## src/rtl/gsu_cache_controller.sv

```systemverilog
// Instruction cache controller: 32 lines x 16 bytes windowed at cbr, fills lines from external memory.
// Latency: hit -> fetch_ready 3 cycles after accept; miss -> 16 memory reads then a hit lookup; bypass -> one read.
// Backpressure: fetch_req is held until the fetch_ready pulse; mem_req is held until each mem_ack.
module gsu_cache_controller (
    input  logic        clk,
    input  logic        rst_n,
    input  logic        fetch_req,
    input  logic [15:0] fetch_addr,
    output logic        fetch_ready,
    output logic [7:0]  fetch_data,
    input  logic        cbr_load,
    input  logic [11:0] cbr_value,
    input  logic        flush,
    output logic [15:0] cbr,
    output logic        mem_req,
    output logic [15:0] mem_addr,
    input  logic        mem_ack,
    input  logic [7:0]  mem_data,
    output logic [8:0]  ram_address,
    output logic [7:0]  ram_inst,
    output logic        ram_we,
    input  logic [7:0]  ram_data
);

    typedef enum logic [2:0] {IDLE, LOOKUP, READ, FILL, BYPASS, RESP} state_t;

    state_t      state;
    logic [11:0] base;
    logic [31:0] valid;
    logic [3:0]  cnt;
    logic [4:0]  fill_line;
    logic        fill_inval;
    logic [8:0]  rd_addr;

    logic [15:0] offset;
    logic        in_range;
    logic [4:0]  req_line;

    assign cbr      = {base, 4'h0};
    assign offset   = fetch_addr - cbr;
    assign in_range = (offset[15:9] == 7'd0);
    assign req_line = offset[8:4];

    // RAM writes happen in the same cycle the memory byte arrives, so the write port is combinational.
    assign ram_we      = (state == FILL) && mem_ack;
    assign ram_inst    = ram_we ? mem_data : 8'h00;
    assign ram_address = (state == FILL) ? {fill_line, cnt} : rd_addr;

    always_ff @(posedge clk or negedge rst_n) begin
        if (!rst_n) begin
            state       <= IDLE;
            base        <= 12'h000;
            valid       <= 32'h0;
            cnt         <= 4'h0;
            fill_line   <= 5'h0;
            fill_inval  <= 1'b0;
            rd_addr     <= 9'h000;
            fetch_ready <= 1'b0;
            fetch_data  <= 8'h00;
            mem_req     <= 1'b0;
            mem_addr    <= 16'h0000;
        end else begin
            fetch_ready <= 1'b0;
            if (flush) begin
                valid <= 32'h0;
                if (state == FILL)
                    fill_inval <= 1'b1;
            end
            case (state)
                IDLE: begin
                    if (cbr_load) begin
                        base  <= cbr_value;
                        valid <= 32'h0;
                    end else if (fetch_req) begin
                        if (in_range) begin
                            rd_addr <= offset[8:0];
                            if (valid[req_line]) begin
                                state <= LOOKUP;
                            end else begin
                                state      <= FILL;
                                fill_line  <= req_line;
                                cnt        <= 4'h0;
                                fill_inval <= 1'b0;
                                mem_req    <= 1'b1;
                                mem_addr   <= cbr + {7'h00, req_line, 4'h0};
                            end
                        end else begin
                            state    <= BYPASS;
                            mem_req  <= 1'b1;
                            mem_addr <= fetch_addr;
                        end
                    end
                end
                LOOKUP: state <= READ;
                READ: begin
                    fetch_data  <= ram_data;
                    fetch_ready <= 1'b1;
                    state       <= RESP;
                end
                FILL: begin
                    if (mem_ack) begin
                        cnt      <= cnt + 4'd1;
                        mem_addr <= mem_addr + 16'd1;
                        if (cnt == 4'hF) begin
                            // A flush seen at any point of this fill leaves the line invalid.
                            mem_req          <= 1'b0;
                            valid[fill_line] <= !(fill_inval || flush);
                            state            <= LOOKUP;
                        end
                    end
                end
                BYPASS: begin
                    if (mem_ack) begin
                        fetch_data  <= mem_data;
                        fetch_ready <= 1'b1;
                        mem_req     <= 1'b0;
                        state       <= RESP;
                    end
                end
                RESP:    state <= IDLE;
                default: state <= IDLE;
            endcase
        end
    end

endmodule

```

## config.mk

```make
export PLATFORM = sky130hd
export DESIGN_NAME = gsu_cache_controller
export DESIGN_NICKNAME = d
export VERILOG_FILES = /design/src/rtl/gsu_cache_controller.sv
export SDC_FILE = /design/constraint.sdc
export NUM_CORES = 1
export LEC_CHECK = 0
export BUFFER_PORTS_ARGS = -buffer_cell sky130_fd_sc_hd__buf_2
export CAP_MARGIN = 10
export CORE_ASPECT_RATIO = 0.8
export CORE_UTILIZATION = 56
export CTS_CLUSTER_DIAMETER = 30
export CTS_CLUSTER_SIZE = 16
export DETAILED_ROUTE_END_ITERATION = 16
export HOLD_SLACK_MARGIN = 0.06
export PLACE_DENSITY = 0.89
export SLEW_MARGIN = 20
export SYNTH_ARGS = -nofsm -noshare
export SYNTH_HDL_FRONTEND = slang
export SYNTH_SLANG_ARGS = --single-unit
```

## constraint.sdc

```tcl
create_clock -name clk -period 4.8 [get_ports clk]
set_input_delay 0.48 -clock clk [delete_from_list [all_inputs] [get_ports clk]]
set_output_delay 0.48 -clock clk [all_outputs]
set_load 0.02 [all_outputs]
```

==> impl_metrics.csv <==
group,metric,value,unit
outcome,outcome,"completed",
cts,clock_path_buffers,2,
critical_path,required,5.03,ns
cts,clock_sinks,92,
critical_path,cp.arrival,4.36,ns
placed_design,place_inst,883,
cts,ctsResizeCount,0,
routing,routed-via-count,5784,
timing,tns,0,ns
layout,drive_gt1_frac,0.218,
cts,hold_buffers,0,
floorplan,die-width,116,um
logic_synthesis,synth_edf_count,0,
cts,clk_latency,0.35,ns
logic_synthesis,ys.flop_type,"dfrtp_1",
hold_path,hp-class,"in2async",
critical_path,startpoint,"base[0]",
logic_synthesis,synth_area,0.00583,mm2
power,p_switching,1.86,mW
critical_path,critical_path_class,"reg2reg",
placed_design,gp_congestion,1.00,
critical_path,endpoint,"mem_addr[6]",
power,p_comb_frac,0.503,
floorplan,rows,32,
layout,nFillCells,774,
routing,drc,0,
routing,drtAntennaViolNets,0,
floorplan,ios,110,
grt,overflow,0,
critical_path,crit_path_end_kind,"flip-flop",
power,vdd_drop_max,0.264,mV
timing,skew,0.0102,ns
timing,rsz0062_at_grt,"false",
grt,grt_pass1_wl,26.9,mm
logic_synthesis,synth-seq-cells,92,
power,p_leak,3.22,nW
layout,num_antenna_cells,0,
grt,grt_usage,0.322,
cts,clk_pin_slew,0.06,ns
flow_run,drv_cap,0,
routing,first_iter_violations,744,
power,power-per-cell-area,611,mW/mm2
critical_path,crit_fanout,16,
routing,wl_per_cell,18.6,um
layout,nets,827,
layout,final_cell_mix,"o21ai_0, buf_2, dfrtp_1",
routing,via_per_inst,6.44,
timing,max_freq,242,MHz
layout,fin_cells,898,
grt,first_global_vias,5351,
layout,multi_input_area,0.00325,mm2
floorplan,dieArea,0.0108,mm2
logic_synthesis,synthTopCellsByArea,"dfrtp_1, o21ai_0, a21oi_1, nand2_1, mux4_2",
logic_synthesis,syn_inst,672,
timing,slew_violations,0,
logic_synthesis,synth_top_area_frac,0.395,
floorplan,start_util,0.590,
critical_path,timing.rr.end,"mem_addr[6]",
logic_synthesis,synth_area_leader_cell,"dfrtp_1",
cts,cts_buffers,9,
routing,drt-pass1-iter-count,9,
floorplan,die_height,93.3,um
power,power_frac_seq,0.311,
layout,syn2layout_area_growth,15.5,%
routing,drt-total-wl,16.7,mm
cts,htreeDepth,3,
grt,grt_start_max_net_pins,48,
critical_path,r2r_slack,0.67,ns
layout,final_common_cell,"o21ai_0",
placed_design,dpl.hpwl,11.5,mm
logic_synthesis,ys_warn_count,0,
timing,tightest_slew,0.949,ns
timing,finalHoldViolCount,0,
logic_synthesis,seq_area_frac_synth,0.395,
critical_path,rr_startpoint,"base[0]",
placed_design,port_buffers,105,
critical_path,start_kind,"flip-flop",
critical_path,r2r_cells,10,
timing,holdWs,0.147,ns
timing,fin_crit_sh,0.860,
power,clkPwrFrac,0.186,
timing,min_period,4.13,ns
cts,root_buffer,"clkbuf_16",
floorplan,placeableCoreArea,0.00989,mm2
grt,grt_antenna_before_repair,0,
power,internal_power,2.25,mW
layout,regArea,0.00230,mm2
power,switching_share,0.453,
logic_synthesis,async_flop_share,1.00,
timing,slew_headroom,0.367,
logic_synthesis,syn_avg_cell_area,8.68,um2
logic_synthesis,ys_types,65,
cts,postCtsSetupBuffers,0,
cts,cts_tree,"done",
timing,setup_viol,0,
power by group through the flow:
stage	registers [mW]	logic, mW	clock network (mW)
floorplan	1.37	1.30	0
global placement	1.25	1.91	0
detailed placement	1.27	2.00	0
CTS	1.26	2.03	0.771
global route	1.30	2.25	0.800
finish	1.28	2.07	0.766
worst min-delay path by stage:
| stage | startpoint | cells after the start | slack, ns | end |
|---|---|---|---|---|
| 3_5_place_dp | rd_addr[8] | 2 | 0.49 | rd_addr[8] |
| 3_3_place_gp | rd_addr[6] | 2 | 0.46 | rd_addr[6] |
| 6_report | rst_n | 1 | 0.15 | base[4] |
| 5_1_grt | rst_n | 1 | 0.20 | base[3] |
| 4_1_cts | rst_n | 1 | 0.17 | valid[23] |
| 2_1_floorplan | rst_n | 0 | 0.18 | base[0] |
state kept, by name, summed over array words and instances, names as in the netlist:
signal       flops
base            12
cnt              4
fetch_data       8
fetch_ready      1
fill_inval       1
fill_line        5
mem_addr        16
mem_req          1
rd_addr          9
state            3
valid           32
per-stage QoR:
step                setup WS (ns)  area, um2   util  power [mW]
finish                      0.673       6730  0.681        4.11
detailed placement          0.501       6410  0.649        3.28
global route                0.383       6730  0.681        4.36
CTS                         0.665       6730  0.680        4.06
global placement            0.721       6410  0.649        3.17
floorplan                    1.09       5840      -        2.68
metal layers:
layer	up-vias	wire, um	track usage
met2	402	7760	0.502
met5	-	0	0
li1	2577	-	-
met4	0	342	0.0801
met1	2764	6780	0.446
met3	41	1840	0.0868
critical path: stages, from the launching register on:
cell     delay (ns)
dfrtp_1        0.43
ha_1           0.26
inv_1          0.08
fa_1           0.87
mux4_2         0.58
mux4_2         0.50
mux2i_1        0.18
buf_4          0.17
o31a_1         0.49
o21ai_0        0.22
a22o_1         0.22
Yosys cell counts (all sizes together), types with 13 or more instances:
cell type	count
dfrtp	92
o21ai	114
and3	19
clkbuf	27
inv	25
ha	17
mux2	16
nor2	38
nor3	16
nand2	75
a21oi	78
nand3	13
mux2i	14
buf	15
kinds of logic (layout without fill, tap and decap cells):
group	Yosys count	in the layout	share of synthesized area
xor gates and xnor gates	13	13	0.0195
other	1	4	0.000643
adders and majority gates	19	19	0.0433
DFF	92	92	0.395
and+or+nand+nor	203	203	0.170
muxes	40	40	0.0936
buffers and inverters	68	155	0.0509
AOI/OAI and AO/OA	236	236	0.227
final cells by class:
type | count | share of cell area
clock inverter | 6 | 0.0134
timing repair buffer | 114 | 0.0884
tap | 136 | 0.0253
multi-input combinational | 515 | 0.483
inverter | 26 | 0.0145
clock buffer | 9 | 0.0334
sequential | 92 | 0.342
No activity file was read; power rests on OpenSTA's default activity.
